--- config.mk ---
export PLATFORM = sky130hd
export DESIGN_NAME = pipeline_carry_skip_subtractor
export DESIGN_NICKNAME = d
export VERILOG_FILES = /design/src/rtl/pipeline_carry_skip_subtractor.sv
export SDC_FILE = /design/constraint.sdc
export NUM_CORES = 1
export LEC_CHECK = 0
export CORE_MARGIN = 3
export CORE_UTILIZATION = 54
export CTS_CLUSTER_SIZE = 10
export DETAILED_ROUTE_END_ITERATION = 8
export PLACE_DENSITY = 0.8
export SKIP_CTS_REPAIR_TIMING = 1
export SKIP_LAST_GASP = 1
export SYNTH_ARGS = -nofsm -noshare
export SYNTH_HDL_FRONTEND = slang
export SYNTH_SLANG_ARGS = --single-unit
--- constraint.sdc ---
create_clock -name clk -period 15.04 [get_ports clk]
set_input_delay 1.504 -clock clk [delete_from_list [all_inputs] [get_ports clk]]
set_output_delay 1.504 -clock clk [all_outputs]
set_load 0.03 [all_outputs]
--- src/rtl/pipeline_carry_skip_subtractor.sv ---
// Three-stage pipelined 64-bit subtractor (a - b - bin) built from carry-skip blocks,
// with a valid/ready handshake that stalls the whole pipe under output backpressure.
module pipeline_carry_skip_subtractor #(
    parameter int width = 64,
    parameter int blk   = 4
) (
    input  logic             clk,
    input  logic             rst_n,
    input  logic             in_valid,
    output logic             in_ready,
    input  logic [width-1:0] a,
    input  logic [width-1:0] b,
    input  logic             bin,
    output logic             out_valid,
    input  logic             out_ready,
    output logic [width-1:0] diff,
    output logic             bout,
    output logic             ovf
);

    localparam int S1_W = 24;
    localparam int S2_W = 24;
    localparam int S3_W = 16;
    localparam int HI1_W = S2_W + S3_W;

    // One carry-skip block: ripple sum, but a fully propagating block forwards its carry-in.
    function automatic logic [blk:0] csk_block(
        input logic [blk-1:0] x,
        input logic [blk-1:0] y,
        input logic           cin
    );
        logic [blk:0]   c;
        logic [blk-1:0] p;
        logic [blk-1:0] s;
        c    = {(blk+1){1'b0}};
        p    = {blk{1'b0}};
        s    = {blk{1'b0}};
        c[0] = cin;
        for (int i = 0; i < blk; i++) begin
            p[i]   = x[i] ^ y[i];
            s[i]   = p[i] ^ c[i];
            c[i+1] = (x[i] & y[i]) | (p[i] & c[i]);
        end
        return {((&p) ? cin : c[blk]), s};
    endfunction

    function automatic logic [S1_W:0] csk_slice24(
        input logic [S1_W-1:0] x,
        input logic [S1_W-1:0] y,
        input logic            cin
    );
        logic [blk:0]    br;
        logic [S1_W-1:0] s;
        logic            carry;
        carry = cin;
        s     = {S1_W{1'b0}};
        br    = {(blk+1){1'b0}};
        for (int k = 0; k < S1_W / blk; k++) begin
            br                = csk_block(x[k*blk +: blk], y[k*blk +: blk], carry);
            s[k*blk +: blk]   = br[blk-1:0];
            carry             = br[blk];
        end
        return {carry, s};
    endfunction

    function automatic logic [S3_W:0] csk_slice16(
        input logic [S3_W-1:0] x,
        input logic [S3_W-1:0] y,
        input logic            cin
    );
        logic [blk:0]    br;
        logic [S3_W-1:0] s;
        logic            carry;
        carry = cin;
        s     = {S3_W{1'b0}};
        br    = {(blk+1){1'b0}};
        for (int k = 0; k < S3_W / blk; k++) begin
            br                = csk_block(x[k*blk +: blk], y[k*blk +: blk], carry);
            s[k*blk +: blk]   = br[blk-1:0];
            carry             = br[blk];
        end
        return {carry, s};
    endfunction

    logic                      w_en;
    logic [S1_W:0]             w_s1;
    logic [S2_W:0]             w_s2;
    logic [S3_W:0]             w_s3;
    logic [width-1:0]          w_nb;
    logic                      w_ovf;

    logic                      r1_v;
    logic                      r1_c;
    logic [S1_W-1:0]           r1_diff;
    logic [HI1_W-1:0]          r1_a_hi;
    logic [HI1_W-1:0]          r1_nb_hi;

    logic                      r2_v;
    logic                      r2_c;
    logic [S1_W+S2_W-1:0]      r2_diff;
    logic [S3_W-1:0]           r2_a_hi;
    logic [S3_W-1:0]           r2_nb_hi;

    logic                      r_out_valid;
    logic [width-1:0]          r_diff;
    logic                      r_bout;
    logic                      r_ovf;

    assign w_en     = ~r_out_valid | out_ready;
    assign in_ready = w_en;

    // Subtraction is a + ~b + ~bin; the inverted borrow-in seeds the carry chain.
    assign w_nb = ~b;
    assign w_s1 = csk_slice24(a[S1_W-1:0], w_nb[S1_W-1:0], ~bin);
    assign w_s2 = csk_slice24(r1_a_hi[S2_W-1:0], r1_nb_hi[S2_W-1:0], r1_c);
    assign w_s3 = csk_slice16(r2_a_hi, r2_nb_hi, r2_c);

    // Signed overflow: operands differ in sign and the result sign differs from a's.
    assign w_ovf = (r2_a_hi[S3_W-1] != ~r2_nb_hi[S3_W-1]) & (w_s3[S3_W-1] != r2_a_hi[S3_W-1]);

    // Stage 1: low 24 bits, forward the untouched upper operand bits.
    always_ff @(posedge clk or negedge rst_n) begin
        if (!rst_n) begin
            r1_v     <= 1'b0;
            r1_c     <= 1'b0;
            r1_diff  <= {S1_W{1'b0}};
            r1_a_hi  <= {HI1_W{1'b0}};
            r1_nb_hi <= {HI1_W{1'b0}};
        end else if (w_en) begin
            r1_v     <= in_valid;
            r1_c     <= w_s1[S1_W];
            r1_diff  <= w_s1[S1_W-1:0];
            r1_a_hi  <= a[width-1:S1_W];
            r1_nb_hi <= w_nb[width-1:S1_W];
        end
    end

    // Stage 2: middle 24 bits.
    always_ff @(posedge clk or negedge rst_n) begin
        if (!rst_n) begin
            r2_v     <= 1'b0;
            r2_c     <= 1'b0;
            r2_diff  <= {(S1_W+S2_W){1'b0}};
            r2_a_hi  <= {S3_W{1'b0}};
            r2_nb_hi <= {S3_W{1'b0}};
        end else if (w_en) begin
            r2_v     <= r1_v;
            r2_c     <= w_s2[S2_W];
            r2_diff  <= {w_s2[S2_W-1:0], r1_diff};
            r2_a_hi  <= r1_a_hi[HI1_W-1:S2_W];
            r2_nb_hi <= r1_nb_hi[HI1_W-1:S2_W];
        end
    end

    // Stage 3: top 16 bits and final flags, driving the outputs directly.
    always_ff @(posedge clk or negedge rst_n) begin
        if (!rst_n) begin
            r_out_valid <= 1'b0;
            r_diff      <= {width{1'b0}};
            r_bout      <= 1'b0;
            r_ovf       <= 1'b0;
        end else if (w_en) begin
            r_out_valid <= r2_v;
            r_diff      <= {w_s3[S3_W-1:0], r2_diff};
            r_bout      <= ~w_s3[S3_W];
            r_ovf       <= w_ovf;
        end
    end

    assign out_valid = r_out_valid;
    assign diff      = r_diff;
    assign bout      = r_bout;
    assign ovf       = r_ovf;

endmodule

==> flow_metrics.py, run 1 <==
metrics = {
    "final_layout": {
        "num_antenna_cells": 0,
        "layout_commonest_cell": "nand2_1",
        "finish.utilization_pct": 69.4,
        "fin_cells": 1706,
        "seq_area_sq_mm": 0.00638,
        "fill_cells": 1657,
        "drive_gt1_share_pct": 3.21,
        "layout_common_cells": "547 x nand2_1, 255 x dfrtp_1, 199 x clkdlybuf4s50_1",
        "final_nets": 1688,
        "area_growth_pct": 23.8,
        "multi_input_comb_area_sq_mm": 0.00512,
    },
    "die": {
        "rows": 53,
        "coreArea_sq_mm": 0.0215,
        "io_pins": 201,
        "dieHeight_um": 155,
        "fp.dieW_um": 155,
        "dieArea_sq_mm": 0.0241,
        "start_util_pct": 56.0,
    },
    "placement": {
        "dp_slack_ns": 2.25,
        "io_buffer_count": 200,
        "gp_congestion": 0.791,
        "place_hpwl_um": 16800,
        "place.detailed.instances": 1671,
    },
    "sta": {
        "rsz0062_at_grt": "no",
        "setup_ws_ns": 2.73,
        "worst_slew_margin_rel_pct": 34.4,
        "hold_violations": 0,
        "drv_slew": 0,
        "tightest_slew_ns": 0.984,
        "fmax_mhz": 81.2,
        "tns_ns": 0,
        "setup_viol": 0,
        "finalClockSkew_ns": 0.00903,
        "min_period_ns": 12.31,
        "period_share_pct": 81.8,
    },
    "grt": {
        "grt_max_degree": 138,
        "grt_pass1_wl_um": 41500,
        "first_global_vias": 8662,
        "antenna_found_initial": 3,
        "grtUsageTotal_pct": 20.8,
        "grt_overflow_total": 0,
    },
    "logic_synthesis": {
        "avgSynthCellArea_sq_um": 9.65,
        "synth_top_family_by_area": "simple AND/OR/NAND/NOR gates",
        "synth_compound_area_share_pct": 4.12,
        "synth_seq_area_share_pct": 53.0,
        "syn-instance-count": 1247,
        "ys_ff_latch": 255,
        "synth_cell_types": 28,
        "synthAdderAreaFrac_pct": 17.3,
        "syn-num-nets": 1508,
        "muxShareOfSynthArea_pct": 0.457,
        "ys_warn_count": 0,
        "synthSimpleGateAreaFrac_pct": 20.5,
        "yosys.area_share.xor_xnor_pct": 0.0728,
        "syn_area_sq_mm": 0.0120,
    },
    "min_path": {
        "hold_path_class": "reg2reg",
    },
    "critical_path": {
        "startpoint_type": "input port",
        "crit_fanout": 3,
        "cp.arrival_ns": 12.72,
        "worstSetupEndpoint": "r1_diff[23]$_DFFE_PN0P_",
        "max_stage_delay_ns": 0.49,
        "cpMostUsedCell": "fa_1",
        "rr_worst_depth": 37,
        "ff2ff_setup_slack_ns": 3.80,
        "r2r_end": "r2_diff[47]$_DFFE_PN0P_",
        "required_ns": 15.45,
        "crit_type": "in2reg",
        "crit_path_end_kind": "register",
        "cp_slowest_cell": "clkdlybuf4s50_1",
        "reg2reg_from": "r1_c$_DFFE_PN0P_",
        "crit_start": "a[0]",
    },
    "drt": {
        "dr_total_vias": 8544,
        "wl_um": 24600,
        "routed_via_density": 5.01,
        "dr.pass1.iters": 5,
        "detail_route.wl_per_cell_um": 14.4,
        "drt_iter0_markers": 513,
        "drc": 0,
        "ant_nets": 0,
    },
    "pwr": {
        "sw_frac_of_total_pct": 38.2,
        "leakage_nw": 7.45,
        "peakVddDrop_uv": 88.6,
        "p_int_mw": 1.74,
        "seqPwrFrac_pct": 40.2,
        "power.density_mw_per_mm2": 189,
        "power_frac_clock_pct": 20.9,
        "power_switching_mw": 1.08,
        "comb_power_share_pct": 38.9,
    },
    "clocking": {
        "insertion_delay_ns": 0.53,
        "clk_path_buf_depth": 3,
        "cts.clk_slew.worst_paths_ns": 0.05,
        "cts_sinks": 255,
        "cts_root_buffer": "clkbuf_16",
        "cts_tree": "done",
        "h-tree-depth": 1,
        "cts_made_buffers": 29,
    },
    "run": {
        "drv_cap": 0,
    },
    "status": {
        "status": "complete, no violations",
    },
}
kinds of logic after synthesis:
| group | after synthesis |
|---|---|
| buf+inv | 122 |
| mux | 4 |
| compound gates | 94 |
| fa+ha+maj | 128 |
| xor+xnor | 1 |
| simple gates | 643 |
| flops | 255 |
worst max-delay path, delay by kind of cell:
kind / cells / cell delay (ns)
AOI/OAI and AO/OA: 2 / 0.16
adders and majority gates: 24 / 9.45
buffers and inverters: 4 / 0.71
and+or+nand+nor: 7 / 0.61
muxes: 1 / 0.30
per-layer routing:
layer | routed length, um | track usage (%) | share of wire, % | vias up
met4 | 529 | 5.67 | 2.2 | 6
met3 | 2160 | 6.59 | 8.8 | 46
li1 | - | - | - | 4160
met5 | 36 | 0 | 0.15 | -
met2 | 12100 | 34.5 | 49 | 232
met1 | 9740 | 26.8 | 40 | 4100
synthesized netlist by cell type:
cell type	count	area share [%]
a211oi_1	1	0.062
a21oi_1	77	3.2
a311o_2	1	0.094
a31oi_1	2	0.10
a41oi_1	1	0.073
and3_1	1	0.052
and4_2	1	0.083
buf_2	40	1.7
buf_4	2	0.12
buf_6	4	0.37
clkbuf_1	11	0.34
dfrtp_1	255	53
fa_1	64	11
ha_1	64	6.7
inv_1	64	2.0
inv_2	1	0.031
mux2_4	3	0.37
mux2i_1	1	0.083
nand2_1	547	17
nand2b_1	2	0.10
nand4_1	15	0.78
nor2_1	75	2.3
nor2b_1	2	0.10
o21ai_0	7	0.29
o21ai_1	2	0.083
o21ai_2	2	0.15
o31ai_1	1	0.062
xor2_1	1	0.073
through the flow:
stage / total power [mW] / cell area [sq um] / hold WS, ns
after floorplan: 1.83 / 12000 / 0.430
after global routing: 3.05 / 14900 / 0.479
after global placement: 2.19 / 14100 / 0.442
after detailed placement: 2.24 / 14100 / 0.448
after CTS: 2.85 / 14900 / 0.460
final: 2.82 / 14900 / 0.458
cell type report:
| cell class | instances | area share [%] |
|---|---|---|
| sequential | 255 | 42.8 |
| multi-input combinational | 870 | 34.4 |
| timing repair buffer | 206 | 13.8 |
| clock buffer | 34 | 5.00 |
| tap | 275 | 2.31 |
| inverter | 65 | 1.69 |
| clock inverter | 1 | 0.0588 |
state kept, by name, indices dropped and copies added (netlist names), 16 cells and up:
signal	count
r2_diff	48
diff	64
r2_nb_hi	16
r1_diff	24
r1_a_hi	40
r2_a_hi	16
r1_nb_hi	40
worst min path at each step:
stage | depth (start not counted) | end | from | slack, ns
2_1_floorplan | 2 | r2_v$_DFFE_PN0P_ | r2_v$_DFFE_PN0P_ | 0.43
3_3_place_gp | 2 | r2_v$_DFFE_PN0P_ | r2_v$_DFFE_PN0P_ | 0.44
3_5_place_dp | 2 | r2_v$_DFFE_PN0P_ | r2_v$_DFFE_PN0P_ | 0.45
4_1_cts | 2 | r2_v$_DFFE_PN0P_ | r2_v$_DFFE_PN0P_ | 0.46
5_1_grt | 2 | diff[40]$_DFFE_PN0P_ | diff[40]$_DFFE_PN0P_ | 0.48
6_report | 2 | r2_v$_DFFE_PN0P_ | r2_v$_DFFE_PN0P_ | 0.46
power by group through the flow:
stage | Sequential (mW) | Clock [mW] | Combinational (mW)
after floorplan | 1.29 | 0 | 0.541
after global routing | 1.17 | 0.630 | 1.25
after CTS | 1.14 | 0.602 | 1.11
final | 1.13 | 0.589 | 1.10
after detailed placement | 1.14 | 0 | 1.10
after global placement | 1.13 | 0 | 1.06
Power figures use the tool's default switching activity.
==> run 2, diff against run 1 <==
--- a/config.mk
+++ b/config.mk
@@ -6,10 +6,10 @@
 export NUM_CORES = 1
 export LEC_CHECK = 0
 export CORE_MARGIN = 3
-export CORE_UTILIZATION = 54
+export CORE_UTILIZATION = 49
 export CTS_CLUSTER_SIZE = 10
 export DETAILED_ROUTE_END_ITERATION = 8
-export PLACE_DENSITY = 0.8
+export PLACE_DENSITY = 0.76
 export SKIP_CTS_REPAIR_TIMING = 1
 export SKIP_LAST_GASP = 1
 export SYNTH_ARGS = -nofsm -noshare
==> constraint.sdc (replaced) <==
create_clock -name clk -period 10.05 [get_ports clk]
set_input_delay 1.005 -clock clk [delete_from_list [all_inputs] [get_ports clk]]
set_output_delay 1.005 -clock clk [all_outputs]
set_load 0.03 [all_outputs]
==> run 2 against run 1 <==
Effect of this change: sequential power is 50% higher; critical path type is now reg2reg; clock skew is 0.0011 ns lower; the flow now finishes with violations (setup timing); worst setup slack worse by 2.9 ns.
==> flow_metrics.py, run 2 (synthesis gave the netlist of run 1 again) <==
metrics = {
    "die": {
        "dieHeight_um": 163,
        "rows": 56,
        "coreArea_sq_mm": 0.0238,
        "dieArea_sq_mm": 0.0265,
        "io_pins": 201,
        "fp.dieW_um": 163,
        "start_util_pct": 50.5,
    },
    "grt": {
        "first_global_vias": 8373,
        "antenna_found_initial": 1,
        "grt_max_degree": 187,
        "grt_pass1_wl_um": 40600,
        "grt_overflow_total": 0,
        "grtUsageTotal_pct": 18.5,
    },
    "critical_path": {
        "cp_slowest_cell": "fa_1",
        "max_stage_delay_ns": 0.41,
        "crit_path_end_kind": "register",
        "startpoint_type": "register",
        "crit_fanout": 2,
        "cpMostUsedCell": "fa_2",
        "crit_type": "reg2reg",
        "required_ns": 10.49,
        "cp.arrival_ns": 10.65,
    },
    "status": {
        "status": "finished with violations",
        "violations": "setup timing",
    },
    "placement": {
        "gp_congestion": 0.780,
        "place_hpwl_um": 16600,
        "place.detailed.instances": 1730,
        "io_buffer_count": 200,
        "dp_slack_ns": -1.15,
    },
    "final_layout": {
        "largest_reg_flops": 64,
        "drive_gt1_share_pct": 9.03,
        "fin_cells": 1769,
        "final_nets": 1708,
        "num_antenna_cells": 0,
        "layout_common_cells": "542 x nand2_1, 255 x dfrtp_1, 195 x clkdlybuf4s50_1",
        "fill_cells": 1972,
        "area_growth_pct": 27.0,
        "layout_commonest_cell": "nand2_1",
    },
    "clocking": {
        "cts_root_buffer": "clkbuf_16",
        "cts_tree": "done",
        "h-tree-depth": 1,
        "cts_sinks": 255,
        "clk_path_buf_depth": 3,
        "cts_made_buffers": 29,
        "cts.clk_slew.worst_paths_ns": 0.05,
        "insertion_delay_ns": 0.53,
    },
    "sta": {
        "drv_slew": 0,
        "period_share_pct": 102,
        "worst_slew_margin_rel_pct": 37.9,
        "setup_ws_ns": -0.159,
        "fmax_mhz": 98.0,
        "min_period_ns": 10.21,
        "rsz0062_at_grt": "yes",
        "setup_viol": 3,
        "finalClockSkew_ns": 0.00792,
        "tightest_slew_ns": 0.931,
        "hold_violations": 0,
    },
    "pwr": {
        "power.density_mw_per_mm2": 280,
        "peakVddDrop_uv": 155,
        "leakage_nw": 7.53,
        "finalPower_mw": 4.27,
    },
    "drt": {
        "drc": 0,
        "drt_iter0_markers": 604,
        "dr_total_vias": 8420,
        "ant_nets": 0,
        "wl_um": 24300,
        "dr.pass1.iters": 5,
        "routed_via_density": 4.76,
        "detail_route.wl_per_cell_um": 13.7,
    },
    "run": {
        "drv_cap": 0,
    },
    "min_path": {
        "hold_path_class": "reg2reg",
    },
}
==> run 2: changes by cell type in the layout (fill, tap and decap cells not counted), sizes merged <==
cell           change
buf               +21
clkdlybuf4s50      -4
clkbuf             +2
dlymetal6s2s       +1
inv                -1
==> run 2: cell type report <==
class                   count  area [sq um]  area share [%]
inverters                  65           254            1.66
flip-flops and latches    255          6380            41.7
well taps                 319           399            2.61
clock buffers              34           744            4.87
multi-input cells         870          5290            34.6
repair buffers            226          2210            14.5
==> run 2: routing by layer <==
metal / GRT usage (%) / share of wire (%) / up-vias
li1: - / - / 4195
met4: 4.69 / 2.1 / 2
met5: 0 / 0.037 / -
met3: 5.39 / 7.6 / 43
met1: 24.2 / 42 / 4001
met2: 30.7 / 48 / 179
==> run 2: power by group <==
group | total [mW] | internal (mW) | switching, mW
Sequential | 1.69 | 1.43 | 0.265
Combinational | 1.70 | 0.720 | 0.982
Clock | 0.876 | 0.509 | 0.367
Total | 4.27 | 2.66 | 1.61
==> run 2: through the flow <==
step	area [sq um]	TNS, ns	hold WS [ns]	util [%]
after global placement	14400	-3.67	0.446	60.5
after detailed placement	14400	-4.82	0.453	60.5
final	15300	-0.353	0.460	64.2
after floorplan	12100	-0.448	0.430	-
after CTS	15200	-2.64	0.465	63.7
after global routing	15300	-1.56	0.477	64.2
==> run 2: worst paths after layout <==
check / startpoint / to / slack (ns) / cells after the start
worst min register to register: r2_v$_DFFE_PN0P_ / r2_v$_DFFE_PN0P_ / 0.46 / 2
min in group asynchronous: rst_n / r2_diff[18]$_DFFE_PN0P_ / 0.58 / 1
worst max-delay path: r1_a_hi[0]$_DFFE_PN0P_ / r2_diff[47]$_DFFE_PN0P_ / -0.16 / 37
worst min-delay path: r2_v$_DFFE_PN0P_ / r2_v$_DFFE_PN0P_ / 0.46 / 2
worst max register to register: r1_a_hi[0]$_DFFE_PN0P_ / r2_diff[47]$_DFFE_PN0P_ / -0.16 / 37
max in group asynchronous: rst_n / r2_a_hi[9]$_DFFE_PN0P_ / 7.99 / 2
==> run 2: critical path: cells and delay by family (launching register included) <==
family	cells	cell delay, ns
AND/OR/NAND/NOR	6	0.49
multiplexers	1	0.29
adder cells (fa/ha/maj)	24	8.33
buffers and inverters	3	0.19
AO/OA/AOI/OAI	3	0.42
flip-flops	1	0.38
